===== src/rtl/data_bus_arbiter_if.sv =====
// Bundle between the arbiter, the accelerator FIFO pairs and the data RAM.
// master = arbiter side, slave = FIFO/RAM side.
interface data_bus_arbiter_if #(
    parameter int DATA_W = 128,
    parameter int NUM_CH = 3,
    parameter int CH_W   = 2,
    parameter int PTR_W  = 8
);
    logic [NUM_CH-1:0]        ch_enable;
    logic [NUM_CH-1:0]        to_empty;
    logic [NUM_CH-1:0]        to_full;
    logic [NUM_CH-1:0]        from_empty;
    logic [NUM_CH-1:0]        from_full;
    logic [NUM_CH*DATA_W-1:0] from_acc_data;
    logic [DATA_W-1:0]        ram_rd_data;
    logic [NUM_CH-1:0]        put_req;
    logic [NUM_CH-1:0]        get_req;
    logic [DATA_W-1:0]        to_acc_data;
    logic                     ram_read_enable;
    logic                     ram_write_enable;
    logic [CH_W+PTR_W:0]      ram_addr;
    logic [DATA_W-1:0]        ram_wr_data;
    logic [NUM_CH-1:0]        grant;
    logic                     busy;

    modport master (
        input  ch_enable, to_empty, to_full,
        input  from_empty, from_full,
        input  from_acc_data, ram_rd_data,
        output put_req, get_req, to_acc_data,
        output ram_read_enable, ram_write_enable,
        output ram_addr, ram_wr_data,
        output grant, busy
    );

    modport slave (
        output ch_enable, to_empty, to_full,
        output from_empty, from_full,
        output from_acc_data, ram_rd_data,
        input  put_req, get_req, to_acc_data,
        input  ram_read_enable, ram_write_enable,
        input  ram_addr, ram_wr_data,
        input  grant, busy
    );
endinterface


===== src/rtl/data_bus_arbiter.sv =====
// Round-robin arbiter moving bounded bursts between accelerator FIFOs
// and a shared data RAM port, two cycles per word.
module data_bus_arbiter #(
    parameter int DATA_W    = 128,
    parameter int NUM_CH    = 3,
    parameter int CH_W      = 2,
    parameter int PTR_W     = 8,
    parameter int BURST_LEN = 4
) (
    input  logic               clk,
    input  logic               rst_n,
    data_bus_arbiter_if.master bus
);
    localparam int CNT_W = $clog2(BURST_LEN + 1);
    localparam logic FILL  = 1'b0;
    localparam logic DRAIN = 1'b1;

    typedef enum logic [1:0] {ARB, ISSUE, COMPLETE} state_t;

    state_t            state;
    logic [NUM_CH-1:0] grant_q;
    logic [CH_W-1:0]   gidx;
    logic [CH_W-1:0]   last_grant;
    logic [CH_W-1:0]   pick;
    logic              dir;
    logic [CNT_W-1:0]  count;
    logic [PTR_W-1:0]  rd_ptr [NUM_CH];
    logic [PTR_W-1:0]  wr_ptr [NUM_CH];
    logic [NUM_CH-1:0] cand;
    logic [NUM_CH-1:0] cand_dir;
    logic              found;
    logic              issue_ok;

    // A full from-FIFO or an empty to-FIFO is the most urgent case.
    always_comb begin
        for (int i = 0; i < NUM_CH; i++) begin
            cand[i]     = bus.ch_enable[i];
            cand_dir[i] = DRAIN;
            if (bus.from_full[i])        cand_dir[i] = DRAIN;
            else if (bus.to_empty[i])    cand_dir[i] = FILL;
            else if (!bus.from_empty[i]) cand_dir[i] = DRAIN;
            else if (!bus.to_full[i])    cand_dir[i] = FILL;
            else                         cand[i]     = 1'b0;
        end
    end

    always_comb begin
        int idx;
        found = 1'b0;
        pick  = '0;
        idx   = 0;
        for (int k = 1; k <= NUM_CH; k++) begin
            idx = (int'(last_grant) + k) % NUM_CH;
            if (!found && cand[idx]) begin
                found = 1'b1;
                pick  = CH_W'(idx);
            end
        end
    end

    assign issue_ok = bus.ch_enable[gidx]
                    && (count < CNT_W'(BURST_LEN))
                    && ((dir == FILL) ? !bus.to_full[gidx]
                                      : !bus.from_empty[gidx]);

    always_comb begin
        bus.put_req          = '0;
        bus.get_req          = '0;
        bus.to_acc_data      = '0;
        bus.ram_read_enable  = 1'b0;
        bus.ram_write_enable = 1'b0;
        bus.ram_addr         = '0;
        bus.ram_wr_data      = '0;
        unique case (state)
            ISSUE: begin
                if (issue_ok) begin
                    if (dir == FILL) begin
                        bus.ram_read_enable = 1'b1;
                        bus.ram_addr = {gidx, 1'b0, rd_ptr[gidx]};
                    end else begin
                        bus.get_req = grant_q;
                    end
                end
            end
            COMPLETE: begin
                if (dir == FILL) begin
                    bus.put_req     = grant_q;
                    bus.to_acc_data = bus.ram_rd_data;
                end else begin
                    bus.ram_write_enable = 1'b1;
                    bus.ram_addr    = {gidx, 1'b1, wr_ptr[gidx]};
                    bus.ram_wr_data =
                        bus.from_acc_data[int'(gidx)*DATA_W +: DATA_W];
                end
            end
            default: ;
        endcase
    end

    assign bus.grant = grant_q;
    assign bus.busy  = |grant_q;

    always_ff @(posedge clk or negedge rst_n) begin
        if (!rst_n) begin
            state      <= ARB;
            grant_q    <= '0;
            gidx       <= '0;
            dir        <= FILL;
            last_grant <= CH_W'(NUM_CH - 1);
            count      <= '0;
            for (int i = 0; i < NUM_CH; i++) begin
                rd_ptr[i] <= '0;
                wr_ptr[i] <= '0;
            end
        end else begin
            unique case (state)
                ARB: begin
                    if (found) begin
                        grant_q    <= NUM_CH'(1) << pick;
                        gidx       <= pick;
                        dir        <= cand_dir[pick];
                        last_grant <= pick;
                        count      <= '0;
                        state      <= ISSUE;
                    end
                end
                ISSUE: begin
                    if (issue_ok) begin
                        if (dir == FILL)
                            rd_ptr[gidx] <= rd_ptr[gidx] + 1'b1;
                        state <= COMPLETE;
                    end else begin
                        grant_q <= '0;
                        state   <= ARB;
                    end
                end
                COMPLETE: begin
                    if (dir == DRAIN)
                        wr_ptr[gidx] <= wr_ptr[gidx] + 1'b1;
                    count <= count + 1'b1;
                    state <= ISSUE;
                end
                default: state <= ARB;
            endcase
        end
    end
endmodule


===== src/flat_wrapper.sv =====
// flat-port wrapper written by rule: the top's interface ports become plain ports
module data_bus_arbiter_flat 
#(
    parameter int DATA_W    = 128,
    parameter int NUM_CH    = 3,
    parameter int CH_W      = 2,
    parameter int PTR_W     = 8,
    parameter int BURST_LEN = 4
)
  (clk, rst_n, bus_ch_enable, bus_to_empty, bus_to_full, bus_from_empty, bus_from_full, bus_from_acc_data, bus_ram_rd_data, bus_put_req, bus_get_req, bus_to_acc_data, bus_ram_read_enable, bus_ram_write_enable, bus_ram_addr, bus_ram_wr_data, bus_grant, bus_busy);
  data_bus_arbiter_if #(.DATA_W(DATA_W), .NUM_CH(NUM_CH), .CH_W(CH_W), .PTR_W(PTR_W)) bus_i ();
  input  logic clk;
  input  logic rst_n;
  input wire logic [$bits(bus_i.ch_enable)-1:0] bus_ch_enable;
  input wire logic [$bits(bus_i.to_empty)-1:0] bus_to_empty;
  input wire logic [$bits(bus_i.to_full)-1:0] bus_to_full;
  input wire logic [$bits(bus_i.from_empty)-1:0] bus_from_empty;
  input wire logic [$bits(bus_i.from_full)-1:0] bus_from_full;
  input wire logic [$bits(bus_i.from_acc_data)-1:0] bus_from_acc_data;
  input wire logic [$bits(bus_i.ram_rd_data)-1:0] bus_ram_rd_data;
  output wire logic [$bits(bus_i.put_req)-1:0] bus_put_req;
  output wire logic [$bits(bus_i.get_req)-1:0] bus_get_req;
  output wire logic [$bits(bus_i.to_acc_data)-1:0] bus_to_acc_data;
  output wire logic [$bits(bus_i.ram_read_enable)-1:0] bus_ram_read_enable;
  output wire logic [$bits(bus_i.ram_write_enable)-1:0] bus_ram_write_enable;
  output wire logic [$bits(bus_i.ram_addr)-1:0] bus_ram_addr;
  output wire logic [$bits(bus_i.ram_wr_data)-1:0] bus_ram_wr_data;
  output wire logic [$bits(bus_i.grant)-1:0] bus_grant;
  output wire logic [$bits(bus_i.busy)-1:0] bus_busy;
  assign bus_i.ch_enable = bus_ch_enable;
  assign bus_i.to_empty = bus_to_empty;
  assign bus_i.to_full = bus_to_full;
  assign bus_i.from_empty = bus_from_empty;
  assign bus_i.from_full = bus_from_full;
  assign bus_i.from_acc_data = bus_from_acc_data;
  assign bus_i.ram_rd_data = bus_ram_rd_data;
  assign bus_put_req = bus_i.put_req;
  assign bus_get_req = bus_i.get_req;
  assign bus_to_acc_data = bus_i.to_acc_data;
  assign bus_ram_read_enable = bus_i.ram_read_enable;
  assign bus_ram_write_enable = bus_i.ram_write_enable;
  assign bus_ram_addr = bus_i.ram_addr;
  assign bus_ram_wr_data = bus_i.ram_wr_data;
  assign bus_grant = bus_i.grant;
  assign bus_busy = bus_i.busy;
  data_bus_arbiter #(.DATA_W(DATA_W), .NUM_CH(NUM_CH), .CH_W(CH_W), .PTR_W(PTR_W), .BURST_LEN(BURST_LEN)) u_core (.clk(clk), .rst_n(rst_n), .bus(bus_i));
endmodule

===== config.mk =====
export PLATFORM = sky130hd
export DESIGN_NAME = data_bus_arbiter_flat
export DESIGN_NICKNAME = d
export VERILOG_FILES = /design/src/rtl/data_bus_arbiter_if.sv /design/src/rtl/data_bus_arbiter.sv /design/src/flat_wrapper.sv
export SDC_FILE = /design/constraint.sdc
export NUM_CORES = 1
export LEC_CHECK = 0
export ABC_AREA = 1
export ABC_CLOCK_PERIOD_IN_PS = 4700
export CAP_MARGIN = 20
export CORE_AREA = 2 2 317 319
export DETAILED_ROUTE_END_ITERATION = 6
export DIE_AREA = 0 0 319 321
export GPL_TIMING_DRIVEN = 0
export PLACE_DENSITY_LB_ADDON = 0.05
export SLEW_MARGIN = 5
export SYNTH_ARGS = -nofsm -noshare
export SYNTH_HDL_FRONTEND = slang
export SYNTH_SLANG_ARGS = --single-unit

===== constraint.sdc =====
create_clock -name clk -period 4.7 [get_ports clk]
set_input_delay 0.47 -clock clk [delete_from_list [all_inputs] [get_ports clk]]
set_output_delay 0.47 -clock clk [all_outputs]
set_load 0.05 [all_outputs]

== Yosys cells after proc, flatten, opt, wreduce, memory -nomap -nowiden ==
Index checks and enable logic that the tools add are counted.

* Bits in registers: 61
* Bits in latches: 0
* RAM bits: 0
* ROM bits: 0
* Bits of input ports: 529
* Output and inout port bits: 279
* Memories kept: 0

* Add/subtract/negate cells: 6
* Multiply operators: 0
* Divide/modulo/power cells: 3
* Magnitude comparators: 8
* Equality and inequality tests: 4
* Shift-type cells: 2
* Muxes and demuxes: 84
* Bitwise operators: 2
* Reductions and logical operators: 18

{| class="wikitable"
|+ Operators with widths
! operator !! count
|-
| two-way mux 128 bit || 4
|-
| variable part select 384 x 10 -> 128 bit || 1
|-
| < comparator 32 x 4 -> 1 bit, second input constant || 3
|-
| modulo 32 x 3 -> 32 bit, second input constant || 3
|-
| bitwise mux 24 bit || 2
|-
| two-way mux 1 bit || 43
|-
| two-way mux 8 bit || 5
|-
| two-way mux 11 bit || 3
|-
| binary-select mux 8 bit (select 2 bit) || 2
|-
| two-way mux 3 bit || 8
|-
| one-hot mux 11 bit (2 select lines) || 1
|-
| adder 8 x 1 -> 8 bit, second input constant || 2
|-
| demux 8 bit (select 2 bit) || 1
|-
| binary-select mux 1 bit (select 2 bit) || 7
|-
| one-hot mux 3 bit (2 select lines) || 2
|-
| two-way mux 2 bit || 5
|-
| adder 2 x 2 -> 3 bit, second input constant || 2
|-
| < comparator 2 x 3 -> 1 bit, second input constant || 2
|-
| one-hot mux 2 bit (3 select lines) || 1
|-
| AND reduction 2 bit || 3
|-
| AND reduction 3 bit || 2
|-
| logical AND 1 bit || 5
|-
| logical NOT 1 bit || 4
|-
| nonzero test 2 bit || 2
|-
| 14 further kinds || 14
|}

== Longest topological paths before layout ==
* Word-level depth: 17
* Mapped depth: 15
* Gate-level depth less buffers: 15

== Worst setup path after synthesis ==
Ideal clock, no wire load.

* Path type: flip-flop to output port
* From: reg u_core.state[0]
* To: out bus_ram_addr[3]
* Arrival time: 3.163 ns
* Setup slack: 1.067 ns
* Stages on the path, launching flop included: 8
* Buffers on the path: 1
* Cell sequence: dfrtp_1 > inv_1 > ha_1 > buf_1 > inv_1 > nor2_1 > inv_1 > o21ai_0

* Word-level cells in the longest chain between the ends: 2

{| class="wikitable"
|+ RTL lines
! what !! line !! RTL
|-
| start: declaration || data_bus_arbiter.sv:20 || <nowiki>state_t state;</nowiki>
|-
| start signal: assignment || data_bus_arbiter.sv:105 || <nowiki>state <= ARB;</nowiki>
|-
| start signal: assignment || data_bus_arbiter.sv:124 || <nowiki>state <= ISSUE;</nowiki>
|-
| start signal: assignment || data_bus_arbiter.sv:131 || <nowiki>state <= COMPLETE;</nowiki>
|-
| == test 2 bit / == test 2 x 1 -> 1 bit (equally long branches) || data_bus_arbiter.sv:74 || <nowiki>unique case (state)</nowiki>
|-
| one-hot mux 11 bit (2 select lines) (*) || data_bus_arbiter.sv:74 ||
|-
| end: declaration || flat_wrapper.sv:26 || <nowiki>output wire logic [$bits(bus_i.ram_addr)-1:0] bus_ram_addr;</nowiki>
|}

Mark *: on every way between the ends. The rest lies on a longest branch, timed or not.

==> run metrics <==
global-route wire length before repair 100000 um; Setup-failing EPs final 0; cell with the most instances after synthesis nand2_1; Final Hold Viols 0; clock skew 8.75 ps; largest net degree at the start of global routing 42; layout cells sized above 1 3.02%; Rel. slew slack ~41%; Post-synth EDFFs 0; Root Buffer Master clkbuf_16; num rows 116; Num CTS Buffers 9; DP HPWL 66500 um; grt ovf 0; Synth Cell Area 7370 um^2; # nets final 2782; synth cell count leaders 596 x nand2_1, 236 x inv_1, 155 x nand3_1; Ys Warns 0; Worst setup EP type primary output; Post-Syn Nets 1962; total wire length 74600 um; antenna-violating nets left 0; Vias/cell about 3.4; hold crit path type input pin to async pin; fmax 230 MHz; area of the core 99300 um^2; Critical Path RT 4230 ps; post-synthesis area per instance ~5.2 um^2; total track usage 13.9%; PortBufs 807; Pint 2460 uW; area grow syn2layout 136%; Post-CTS Hold Fix Bufs 0; final worst-path cycle share 92.7%; Seq pwr share 13.1%; CP startpoint kind flip-flop; Post-CTS Setup Bufs 0; switching share of power 56.2%; Place WS about 420 ps; Seq cells post-synth 60; DRC viols 0; final std cells w/o fill ~3500; Seq/Total Area, Yosys 20.4%; Yosys top cell by area nand2_1; outcome complete, no violations; Inst Count DP approximately 3500; full die area a little over 100000 um^2; I/O pin total 808; CTS tree yes; worst slew pin tran 878 ps; number of distinct library cells after synthesis 42; Worst-path clk slew 60 ps; DIE HEIGHT 321 um; vias in the first global route 12400; top_reg_cell synth dfrtp_1; Max Root-Sink Buffers 2; top post-synthesis cells by area nand2_1 30%, dfrtp_1 20%, inv_1 12%, nand3_1 11%, nor2_1 7.6%; crit path from u_core.last_grant[0]$_DFFE_PN0P_; Hold WS 22.2 ps; Async SR Flop Fraction 100%; via count 12000; Post-Syn Instances about 1400; Psw 3150 uW; Die Width 319 um; 1st-iter DRT viols 530; R2R Path Start u_core.state[0]$_DFFE_PN0P_; top cell type's share of synthesized area 30.3%; static leakage 0.00778 uW; Worst Path Max Fanout 10; H-tree lvl count 3; initial antenna violation count 18; RSZ-0062 raised after global routing no; drt wl/cell 21.0 um; pwr dens 322 nW/um^2; clock group share of total power 12.4%; Max Slew Vio Count 0; final core utilization 17.6%; count of clock tree sinks 60; combinational power share 74.5%; worst vdd ir 0.000137 V; DR pass1 iterations 5; PnR worst setup slack 344 ps; worst-skew pair later-pin latency around 340 ps; critical path class flip-flop to primary output; Placer Congestion 0.831; post-route setup TNS 0 ps; Tmin final 4360 ps; starting density of the core 7.43%; arrival time at the worst endpoint 3890 ps; # Max-Cap Violations 0
-- state kept, by name, indices dropped and copies added (netlist names) --
signal and flops:
u_core.dir 1, u_core.last_grant 2, u_core.bus.grant 3, u_core.state 2, u_core.wr_ptr 24, u_core.gidx 1
u_core.count 3, u_core.rd_ptr 24
-- final cells by class --
class,count,area (um^2)
fill,11500,81800
buffer,72,297
clock buffer,12,256
timing repair buffer,809,8120
multi-input combinational,1043,4630
inverter,249,940
sequential,60,1500
clock inverter,4,47.5
antenna,2,5.00
tap,1298,1620
-- cell usage in the layout (no fill, tap or decap), types with 13 or more instances in the layout --
cell type / instances
a31oi_1: 16
buf_1: 13
clkbuf_1: 51
clkdlybuf4s50_1: 805
dfrtp_1: 59
inv_1: 236
nand2_1: 596
nand3_1: 155
nor2_1: 150
o21ai_0: 38
-- metal layers --
| metal | GRT usage, % | vias up | wire (um) |
|---|---|---|---|
| li1 | - | 5930 | - |
| met1 | 14.1 | 5431 | 26900 |
| met2 | 27.7 | 548 | 40900 |
| met3 | 4.46 | 60 | 5700 |
| met4 | 1.77 | 26 | 927 |
| met5 | 0 | - | 177 |
-- per-stage QoR --
stage	total power [uW]	cell area, um^2
CTS	5760	17400
global placement	5030	17100
finish	5610	17400
detailed placement	5030	17100
floorplan	3140	7370
global route	6090	17400
-- power by group through the flow --
stage | Clock, uW | Sequential (uW) | Combinational [uW]
after floorplan | 0 | 747 | 2390
after global placement | 0 | 746 | 4290
after detailed placement | 0 | 748 | 4290
after CTS | 721 | 740 | 4300
after global routing | 746 | 755 | 4590
final | 696 | 737 | 4180
-- worst paths after layout --
check,cells past startpoint,to,slack [ps]
max,7,bus_ram_wr_data[15],340
min,1,u_core.wr_ptr[4]$_DFFE_PN0P_,20
max reg2reg,8,u_core.wr_ptr[20]$_DFFE_PN0P_,1990
min reg2reg,1,u_core.count[0]$_DFFE_PN0P_,470
max in group asynchronous,2,u_core.last_grant[1]$_DFFE_PN1P_,4080
min in group clk,1,u_core.count[0]$_DFFE_PN0P_,470
-- critical path, stage by stage (launching register included) --
cell,delay [ps]
dfrtp_1,450
nor2_2,260
buf_2,480
buf_2,340
buf_1,440
nand2_1,160
a31oi_1,450
clkdlybuf4s50_1,930
-- cells by family (layout without fill, tap and decap cells) --
group                    after synthesis  in the layout  synth area share [%]
buffers and inverters                321           1146                  16.8
XOR/XNOR                              10             10                  1.29
flip-flops                            60             60                  20.4
other                                  0              2                     0
AND/OR/NAND/NOR                      935            935                  52.6
adder cells (fa/ha/maj)                9              9                  1.53
AO/OA/AOI/OAI                         89             89                  7.48
-- timing repair --
item	4_1_cts	5_1_grt
setup endpoints to repair	0	1
endpoints found under the hold margin	0	0
gates resized for setup	0	1
No activity file was read; power rests on OpenSTA's default activity.
